## src/rtl/e_mdu_iter.sv

```systemverilog
// ---------------------------------------------------------------------------
// e_mdu_iter - iterative multiply/divide unit for the EX stage.
//
// This unit computes one bit per cycle. Multiplication uses shift-add.
// Division uses restoring shift-subtract. Both work on WIDTH-bit operands.
// The unit also supports multiply-accumulate and multiply-subtract into
// HI/LO. It owns the HI/LO architectural registers.
//
// Ports:
//   clk      rising-edge clock
//   reset_n  asynchronous active-low reset
//   req      exception/interrupt request; blocks acceptance of new ops and
//            of mthi/mtlo in this cycle
//   mduOp    operation: 0 nop, 1 mult, 2 multu, 3 div, 4 divu, 5 mthi,
//            6 mtlo, 7 madd, 8 maddu, 9 msub, 10 msubu, 11-15 nop
//   d1       rs operand (dividend / multiplicand / mthi-mtlo source)
//   d2       rt operand (divisor / multiplier)
//   start    issue strobe for the iterative ops (1-4, 7-10)
//   busy     an operation is in flight
//   done     one-cycle pulse in the cycle whose closing edge writes hi/lo
//   hi, lo   HI and LO registers
// ---------------------------------------------------------------------------
module e_mdu_iter #(
  parameter int WIDTH   = 32,
  parameter bit EN_MACC = 1'b1
) (
  input  logic             clk,
  input  logic             reset_n,
  input  logic             req,
  input  logic [3:0]       mduOp,
  input  logic [WIDTH-1:0] d1,
  input  logic [WIDTH-1:0] d2,
  input  logic             start,
  output logic             busy,
  output logic             done,
  output logic [WIDTH-1:0] hi,
  output logic [WIDTH-1:0] lo
);

  localparam int CW = $clog2(WIDTH + 1);

  localparam logic [3:0] OP_MULT  = 4'd1;
  localparam logic [3:0] OP_MULTU = 4'd2;
  localparam logic [3:0] OP_DIV   = 4'd3;
  localparam logic [3:0] OP_DIVU  = 4'd4;
  localparam logic [3:0] OP_MTHI  = 4'd5;
  localparam logic [3:0] OP_MTLO  = 4'd6;
  localparam logic [3:0] OP_MADD  = 4'd7;
  localparam logic [3:0] OP_MADDU = 4'd8;
  localparam logic [3:0] OP_MSUB  = 4'd9;
  localparam logic [3:0] OP_MSUBU = 4'd10;

  typedef enum logic [1:0] {S_IDLE, S_RUN, S_FIX} state_t;

  state_t           state_reg, state_next;
  logic [CW-1:0]    cnt_reg, cnt_next;
  logic [WIDTH-1:0] acc_reg, acc_next;   // product high half / partial remainder
  logic [WIDTH-1:0] q_reg, q_next;       // multiplier -> product low half / dividend -> quotient
  logic [WIDTH-1:0] b_reg, b_next;       // multiplicand or divisor magnitude
  logic             is_div_reg, is_div_next;
  logic             is_macc_reg, is_macc_next;
  logic             is_sub_reg, is_sub_next;
  logic             neg_res_reg, neg_res_next;   // product/quotient must be negated
  logic             neg_rem_reg, neg_rem_next;   // remainder takes the dividend's sign
  logic             div0_reg, div0_next;
  logic [WIDTH-1:0] hi_reg, hi_next;
  logic [WIDTH-1:0] lo_reg, lo_next;

  // Operation decode. When EN_MACC is 0, the accumulate ops decode to
  // nothing, so they fall through as nops.
  logic op_mul, op_div, op_macc, op_sub, op_signed, op_start;

  always_comb begin
    op_mul    = 1'b0;
    op_div    = 1'b0;
    op_macc   = 1'b0;
    op_sub    = 1'b0;
    op_signed = 1'b0;
    case (mduOp)
      OP_MULT:  begin op_mul = 1'b1; op_signed = 1'b1; end
      OP_MULTU: op_mul = 1'b1;
      OP_DIV:   begin op_div = 1'b1; op_signed = 1'b1; end
      OP_DIVU:  op_div = 1'b1;
      OP_MADD:  begin op_mul = EN_MACC; op_macc = EN_MACC; op_signed = EN_MACC; end
      OP_MADDU: begin op_mul = EN_MACC; op_macc = EN_MACC; end
      OP_MSUB:  begin op_mul = EN_MACC; op_macc = EN_MACC; op_sub = EN_MACC; op_signed = EN_MACC; end
      OP_MSUBU: begin op_mul = EN_MACC; op_macc = EN_MACC; op_sub = EN_MACC; end
      default:  ;
    endcase
  end

  assign op_start = op_mul | op_div;

  // Signed ops iterate on magnitudes. -2^(WIDTH-1) maps to 2^(WIDTH-1),
  // which still fits as an unsigned WIDTH-bit value.
  logic             d1_neg, d2_neg;
  logic [WIDTH-1:0] d1_mag, d2_mag;

  assign d1_neg = op_signed & d1[WIDTH-1];
  assign d2_neg = op_signed & d2[WIDTH-1];
  assign d1_mag = d1_neg ? -d1 : d1;
  assign d2_mag = d2_neg ? -d2 : d2;

  // One multiply step: conditionally add the multiplicand, then shift
  // {acc,q} right. The carry out of the add re-enters acc at the top.
  logic [WIDTH:0] mul_sum;
  assign mul_sum = {1'b0, acc_reg} + {1'b0, (q_reg[0] ? b_reg : {WIDTH{1'b0}})};

  // One restoring divide step. The trial value is WIDTH+1 bits wide,
  // because the shifted remainder can momentarily exceed WIDTH bits.
  // When the subtraction succeeds, the difference is below the divisor,
  // so its low WIDTH bits are exact.
  logic [WIDTH:0]   div_trial;
  logic             div_ge;
  logic [WIDTH-1:0] div_diff;

  assign div_trial = {acc_reg, q_reg[WIDTH-1]};
  assign div_ge    = (div_trial >= {1'b0, b_reg});
  assign div_diff  = div_trial[WIDTH-1:0] - b_reg;

  // Final result with sign correction. The most-negative / -1 overflow
  // case needs no special handling: the magnitude quotient 2^(WIDTH-1) is
  // left un-negated, which already reads as -2^(WIDTH-1), and the remainder
  // is 0. Divide by zero leaves the remainder equal to |d1|. Giving it the
  // dividend's sign restores d1 exactly, so only the quotient is forced.
  logic [2*WIDTH-1:0] prod_mag, prod_res, result, hilo_cur, hilo_new;
  logic [WIDTH-1:0]   quot_res, rem_res;

  assign prod_mag = {acc_reg, q_reg};
  assign prod_res = neg_res_reg ? -prod_mag : prod_mag;
  assign quot_res = div0_reg ? {WIDTH{1'b1}} : (neg_res_reg ? -q_reg : q_reg);
  assign rem_res  = neg_rem_reg ? -acc_reg : acc_reg;
  assign result   = is_div_reg ? {rem_res, quot_res} : prod_res;
  assign hilo_cur = {hi_reg, lo_reg};
  assign hilo_new = !is_macc_reg ? result :
                    (is_sub_reg ? (hilo_cur - result) : (hilo_cur + result));

  always_comb begin
    state_next   = state_reg;
    cnt_next     = cnt_reg;
    acc_next     = acc_reg;
    q_next       = q_reg;
    b_next       = b_reg;
    is_div_next  = is_div_reg;
    is_macc_next = is_macc_reg;
    is_sub_next  = is_sub_reg;
    neg_res_next = neg_res_reg;
    neg_rem_next = neg_rem_reg;
    div0_next    = div0_reg;
    hi_next      = hi_reg;
    lo_next      = lo_reg;
    case (state_reg)
      S_IDLE: begin
        if (start && !req && op_start) begin
          state_next   = S_RUN;
          cnt_next     = CW'(WIDTH);
          acc_next     = '0;
          b_next       = op_mul ? d1_mag : d2_mag;
          q_next       = op_mul ? d2_mag : d1_mag;
          is_div_next  = op_div;
          is_macc_next = op_macc;
          is_sub_next  = op_sub;
          neg_res_next = d1_neg ^ d2_neg;
          neg_rem_next = d1_neg;
          div0_next    = op_div & (d2 == '0);
        end else if (!req && mduOp == OP_MTHI) begin
          hi_next = d1;
        end else if (!req && mduOp == OP_MTLO) begin
          lo_next = d1;
        end
      end
      S_RUN: begin
        if (is_div_reg) begin
          acc_next = div_ge ? div_diff : div_trial[WIDTH-1:0];
          q_next   = {q_reg[WIDTH-2:0], div_ge};
        end else begin
          acc_next = mul_sum[WIDTH:1];
          q_next   = {mul_sum[0], q_reg[WIDTH-1:1]};
        end
        cnt_next = cnt_reg - 1'b1;
        if (cnt_reg == CW'(1)) begin
          state_next = S_FIX;
        end
      end
      S_FIX: begin
        {hi_next, lo_next} = hilo_new;
        state_next         = S_IDLE;
      end
      default: state_next = S_IDLE;
    endcase
  end

  always_ff @(posedge clk or negedge reset_n) begin
    if (!reset_n) begin
      state_reg   <= S_IDLE;
      cnt_reg     <= '0;
      acc_reg     <= '0;
      q_reg       <= '0;
      b_reg       <= '0;
      is_div_reg  <= 1'b0;
      is_macc_reg <= 1'b0;
      is_sub_reg  <= 1'b0;
      neg_res_reg <= 1'b0;
      neg_rem_reg <= 1'b0;
      div0_reg    <= 1'b0;
      hi_reg      <= '0;
      lo_reg      <= '0;
    end else begin
      state_reg   <= state_next;
      cnt_reg     <= cnt_next;
      acc_reg     <= acc_next;
      q_reg       <= q_next;
      b_reg       <= b_next;
      is_div_reg  <= is_div_next;
      is_macc_reg <= is_macc_next;
      is_sub_reg  <= is_sub_next;
      neg_res_reg <= neg_res_next;
      neg_rem_reg <= neg_rem_next;
      div0_reg    <= div0_next;
      hi_reg      <= hi_next;
      lo_reg      <= lo_next;
    end
  end

  // All outputs come straight from registers.
  assign busy = (state_reg != S_IDLE);
  assign done = (state_reg == S_FIX);
  assign hi   = hi_reg;
  assign lo   = lo_reg;

endmodule

```

## config.mk

```make
export PLATFORM = sky130hd
export DESIGN_NAME = e_mdu_iter
export DESIGN_NICKNAME = d
export VERILOG_FILES = /design/src/rtl/e_mdu_iter.sv
export SDC_FILE = /design/constraint.sdc
export NUM_CORES = 1
export LEC_CHECK = 0
export BUFFER_PORTS_ARGS = -buffer_cell sky130_fd_sc_hd__clkbuf_2
export CORE_MARGIN = 5
export CORE_UTILIZATION = 56
export CTS_BUF_LIST = sky130_fd_sc_hd__clkbuf_4
export CTS_CLUSTER_DIAMETER = 80
export DETAILED_ROUTE_END_ITERATION = 10
export PLACE_DENSITY = 0.74
export SLEW_MARGIN = 25
export SYNTH_ARGS = -nofsm -noshare
export SYNTH_HDL_FRONTEND = slang
export SYNTH_SLANG_ARGS = --single-unit
export TNS_END_PERCENT = 50
```

## constraint.sdc

```tcl
create_clock -name clk -period 13.6 [get_ports clk]
set_input_delay 2.04 -clock clk [delete_from_list [all_inputs] [get_ports clk]]
set_output_delay 2.04 -clock clk [all_outputs]
set_load 0.01 [all_outputs]
```

Word-level counts from Yosys, hierarchy flattened:

Cells that the tools add are included.

* register bits after elaboration: 174
* latch bits: 0
* bits in writable memories: 0
* memory bits (read-only): 0
* input bits: 72
* output and inout port bits: 66
* logic and storage cells: 104
* memories kept: 0

* add/sub/neg operators: 10
* multiply operators: 0
* divide/modulo/power cells: 0
* magnitude comparators: 1
* eq/ne operators: 19
* shift operators: 0
* muxes and demuxes: 36
* bitwise operators: 5
* reductions and logical operators: 20

Operators with widths (number)
* $mux W32: 18
* $mux W64: 4
* $pmux W32 S2: 4
* $neg A32 Y32: 4
* $add A64 B64 Y64: 1
* $neg A64 Y64: 1
* $sub A64 B64 Y64: 1
* $add A32 B32 Y33: 1
* $ge A33 B32 Y1: 1
* $logic_not A32 Y1: 1
* $sub A32 B32 Y32: 1
* $eq A4 B3 Y1 const B: 4
* $eq A4 B4 Y1 const B: 3
* $ne A2 B2 Y1 const B: 6
* $pmux W6 S2: 1
* $eq A4 B2 Y1 const B: 2
* $reduce_or A4 Y1: 2
* $eq A6 B1 Y1 const B: 1
* $mux W6: 1
* $reduce_and A2 Y1: 3
* $reduce_bool A2 Y1: 3
* $reduce_or A6 Y1: 1
* $sub A6 B1 Y6 const B: 1
* $mux W1: 5
* 14 further kinds: 21

Logic depth before layout (Yosys ltp):

* word-level depth: 8
* gate-level depth with buffers: 31
* depth with buffers taken out: 27

Least setup slack after synthesis:

OpenSTA, ideal clock, no wires.

* kind: reg2reg
* start point: register q_reg[0]
* end point: register hi_reg[30] (netlist: hi[30])
* library setup time: 94 ps
* arrival: 6509 ps
* data required time: 13506 ps
* path slack: 6997 ps
* stages on the path, launching flop included: 28
* buffers on the path: 3
* clock period less this slack: 6603 ps
* cell sequence: dfrtp_1 buf_6 clkinv_1 clkbuf_1 ha_1 nor3b_1 nand4_1 o41ai_1 mux2i_1 or4_1 or4_4 nor2_1 a21oi_1 xnor2_1 ha_1 clkbuf_1 a21o_1 a21o_1 a21o_1 a21o_1 a21oi_1 o211ai_1 a31oi_1 o31ai_1 a221oi_1 o31ai_1 mux2i_1 a211oi_1

* cells in the longest elaborated chain, start to end: 8
* elaborated cells between the ends (all ways): 11
* those cells by class: add/sub: 4; mux: 7

RTL lines
* start: declaration: line 58 `logic [WIDTH-1:0] q_reg, q_next;`
* start signal: assignment: line 212 `q_reg <= q_next;`
* $neg A32 Y32: line 131 `assign quot_res = div0_reg ? {WIDTH{1'b1}} : (neg_res_reg ? -q_reg : q_reg);`
* $mux W32 (2 in a row): line 131
* $mux W64 (*): line 133 `assign result = is_div_reg ? {rem_res, quot_res} : prod_res;`
* $add A64 B64 Y64 / $sub A64 B64 Y64 (equally long branches): line 136 `(is_sub_reg ? (hilo_cur - result) : (hilo_cur + result));`
* $mux W64: line 136
* $mux W64 (*): line 135 `assign hilo_new = !is_macc_reg ? result :`
* $pmux W32 S2 (*): line 152 `case (state_reg)`
* end signal: assignment: line 220 `hi_reg <= hi_next;`
* end: declaration: line 66 `logic [WIDTH-1:0] hi_reg, hi_next;`

Mark *: on every way between the ends. The rest lies on a longest branch, timed or not.
A chain may end at the register's enable or synchronous reset.

Worst setup path after layout:

* start point: register q_reg[11]
* end point: register hi_reg[30] (netlist: hi[30])

Same word-level chain as after synthesis.

==> results.cfg <==
[cells_and_area]
final_common_cell = a21oi_1
final_cell_mix = a21oi_1, nor2_1, nand2_1, o21ai_0, dfrtp_1
fin_nets = 3148
nFillCells = 3654
area_delta_synth_final_pct = 5.213
layout-drive-gt1-share_pct = 8.164

[synthesis]
synth_seq_cells = 174
synth_area_um2 = 21510
synthCells = 2967
ys_seq_area_share_pct = 20.25
synth_top_area_share_pct = 20.25
synth_largest_area_cell = dfrtp_1
synth_enable_flop_cells = 0
synthTopCellsByArea = dfrtp_1, ha_1, a21oi_1
avgSynthCellArea_um2 = 7.249
ys_async_sr_fraction_pct = 100.0
yosys_warnings = 0
synth-main-ff-cell = dfrtp_1
ys_types = 84
synth_nets = 3176

[worst_setup_path]
cpMostUsedCell = a21o_1
cp-start-kind = register
max_stage_delay_ns = 0.79
path_cells = nor4_4, nand3_1, o41ai_1, mux2i_1, or4_1, or4_4, nor2_1, a21oi_1, xnor2_1, ha_1, a21o_1, a21o_1, a21o_1, a21o_1, a21oi_1, o211ai_1, a31oi_1, o31ai_1, a221oi_1, o31ai_1, mux2i_1, a211oi_1
cp-end-kind = register
crit_path_max_fanout = 23
cp_top_family = compound AO/OA/AOI/OAI gates
crit_buf_inv = 0
path_class = register to register
crit_required_ns = 14.23
regToRegSetupSlack_ns = 5.59
cp.arrival_ns = 8.64
cp_slowest_cell = a221oi_1

[grt]
grt_remaining_overflow = 0
grt_pass1_wl_mm = 122.6
grt_util_met2_pct = 54.44
grt.total_usage_pct = 36.85
met1_usage_pct = 53.45
grt_pass1_vias = 20990
grt_max_degree = 92
busiest_layer = met2
antenna_found_initial = 2
met3_usage_pct = 6.229

[drt]
wl_per_cell_um = 23.07
drc = 0
dr.pass1.iters = 7
antenna_left = 0
viasPerCell = 6.679
vias = 23150
wirelength_mm = 79.97
initialDrtViolationCount = 2796

[die]
placementRows = 71
design.core.area_um2 = 37760
die_x_um = 206.0
start_util_pct = 56.96
die_h_um = 206.0
io_pins = 138
dieArea_um2 = 42420

[timing]
finalSetupViolations = 0
skew_ns = 0.03911
hold_viol_final = 0
final_max_slew_viol_count = 0
tightest_slew_ns = 1.064
fmax_mhz = 124.8
rsz0062_at_grt = false
maxSlewHeadroom_pct = 29.09
period_share_pct = 58.92
setup-tns-final_ns = 0
min_period_ns = 8.013

[cts]
clock_path_buffers = 2
clk_latency_ns = 0.73
h-tree-depth = 4
cts_setup_buffers = 0
cts_sinks = 174
holdBufCountCts = 0
clk_pin_slew_ns = 0.17
cts_tree = yes
cts-resized-gates = 0
cts_root_buf = clkbuf_4
cts_buffers = 17

[min_path]
worst_hold_path_type = register to register

[placement]
routabilityCongestion = 0.9936
dp_hpwl_mm = 61.60
io_buffers = 137

[run_status]
outcome = completed

[run]
max_cap_violations = 0
-- cell type report --
| class | count | area (um^2) | share of cell area, % |
|---|---|---|---|
| Antenna cell | 3 | 7.507 | 0.03318 |
| Inverter | 88 | 330.3 | 1.460 |
| Timing Repair Buffer | 162 | 903.4 | 3.992 |
| Clock buffer | 18 | 135.1 | 0.5972 |
| Tap cell | 511 | 639.4 | 2.826 |
| Clock inverter | 14 | 175.2 | 0.7741 |
| Multi-Input combinational cell | 2496 | 16080 | 71.05 |
| Sequential cell | 174 | 4360 | 19.27 |
-- cell usage after synthesis, drive strengths merged (8+ instances only) --
cell     count
a21oi      313
nor2       309
nand2      246
o21ai      240
clkbuf     191
dfrtp      174
xnor2      139
ha         134
xor2       119
a211oi     113
inv         86
a21o        78
nand3       68
nor3        67
nand2b      60
mux2i       54
o31ai       53
a31oi       43
nor4        40
nand4       35
nor2b       31
and3        29
o211ai      29
or4         24
or3         22
o21a        19
buf         18
o41ai       17
nor3b       16
and2        15
o21bai      15
or2         14
a41oi       12
and4        10
o22ai       10
a2111oi      9
a21boi       8
-- layer usage --
metal | routed length (um) | up-vias
li1 | - | 10820
met1 | 34530 | 10910
met2 | 33770 | 1262
met3 | 8033 | 160
met4 | 3634 | 0
met5 | 0 | -
-- logic make-up after synthesis --
group	count (synthesis)	synth area share (%)
adders and majority gates	137	8.075
DFF	174	20.25
xor gates and xnor gates	258	10.51
muxes	56	2.618
and+or+nand+nor	1013	23.13
buffers and inverters	297	5.294
AOI/OAI and AO/OA	1032	30.14
-- final timing paths --
path / depth (start not counted) / endpoint / startpoint
max in group asynchronous: 2 / hi[19]$_DFFE_PN0P_ / reset_n
worst max-delay path: 22 / hi[30]$_DFFE_PN0P_ / q_reg[11]$_DFFE_PN0P_
worst max register to register: 22 / hi[30]$_DFFE_PN0P_ / q_reg[11]$_DFFE_PN0P_
min in group asynchronous: 1 / b_reg[10]$_DFFE_PN0P_ / reset_n
worst min-delay path: 1 / cnt_reg[5]$_DFFE_PN0P_ / cnt_reg[5]$_DFFE_PN0P_
worst min register to register: 1 / cnt_reg[5]$_DFFE_PN0P_ / cnt_reg[5]$_DFFE_PN0P_
-- per-stage QoR --
| step | utilization [%] | std cells | setup slack [ns] | hold WS, ns | area [um^2] |
|---|---|---|---|---|---|
| 2_1_floorplan | - | 2967 | 6.997 | 0.4354 | 21510 |
| 3_3_place_gp | 58.98 | 3430 | 6.010 | 0.4472 | 22270 |
| 3_5_place_dp | 58.99 | 3430 | 5.842 | 0.4609 | 22270 |
| 4_1_cts | 59.81 | 3462 | 5.797 | 0.4822 | 22580 |
| 5_1_grt | 59.93 | 3466 | 5.053 | 0.5222 | 22630 |
| 6_report | 59.93 | 3466 | 5.587 | 0.4837 | 22630 |
Power is not shown: default switching activity piles up to over one toggle a cycle in this logic, so the estimate is an artifact.
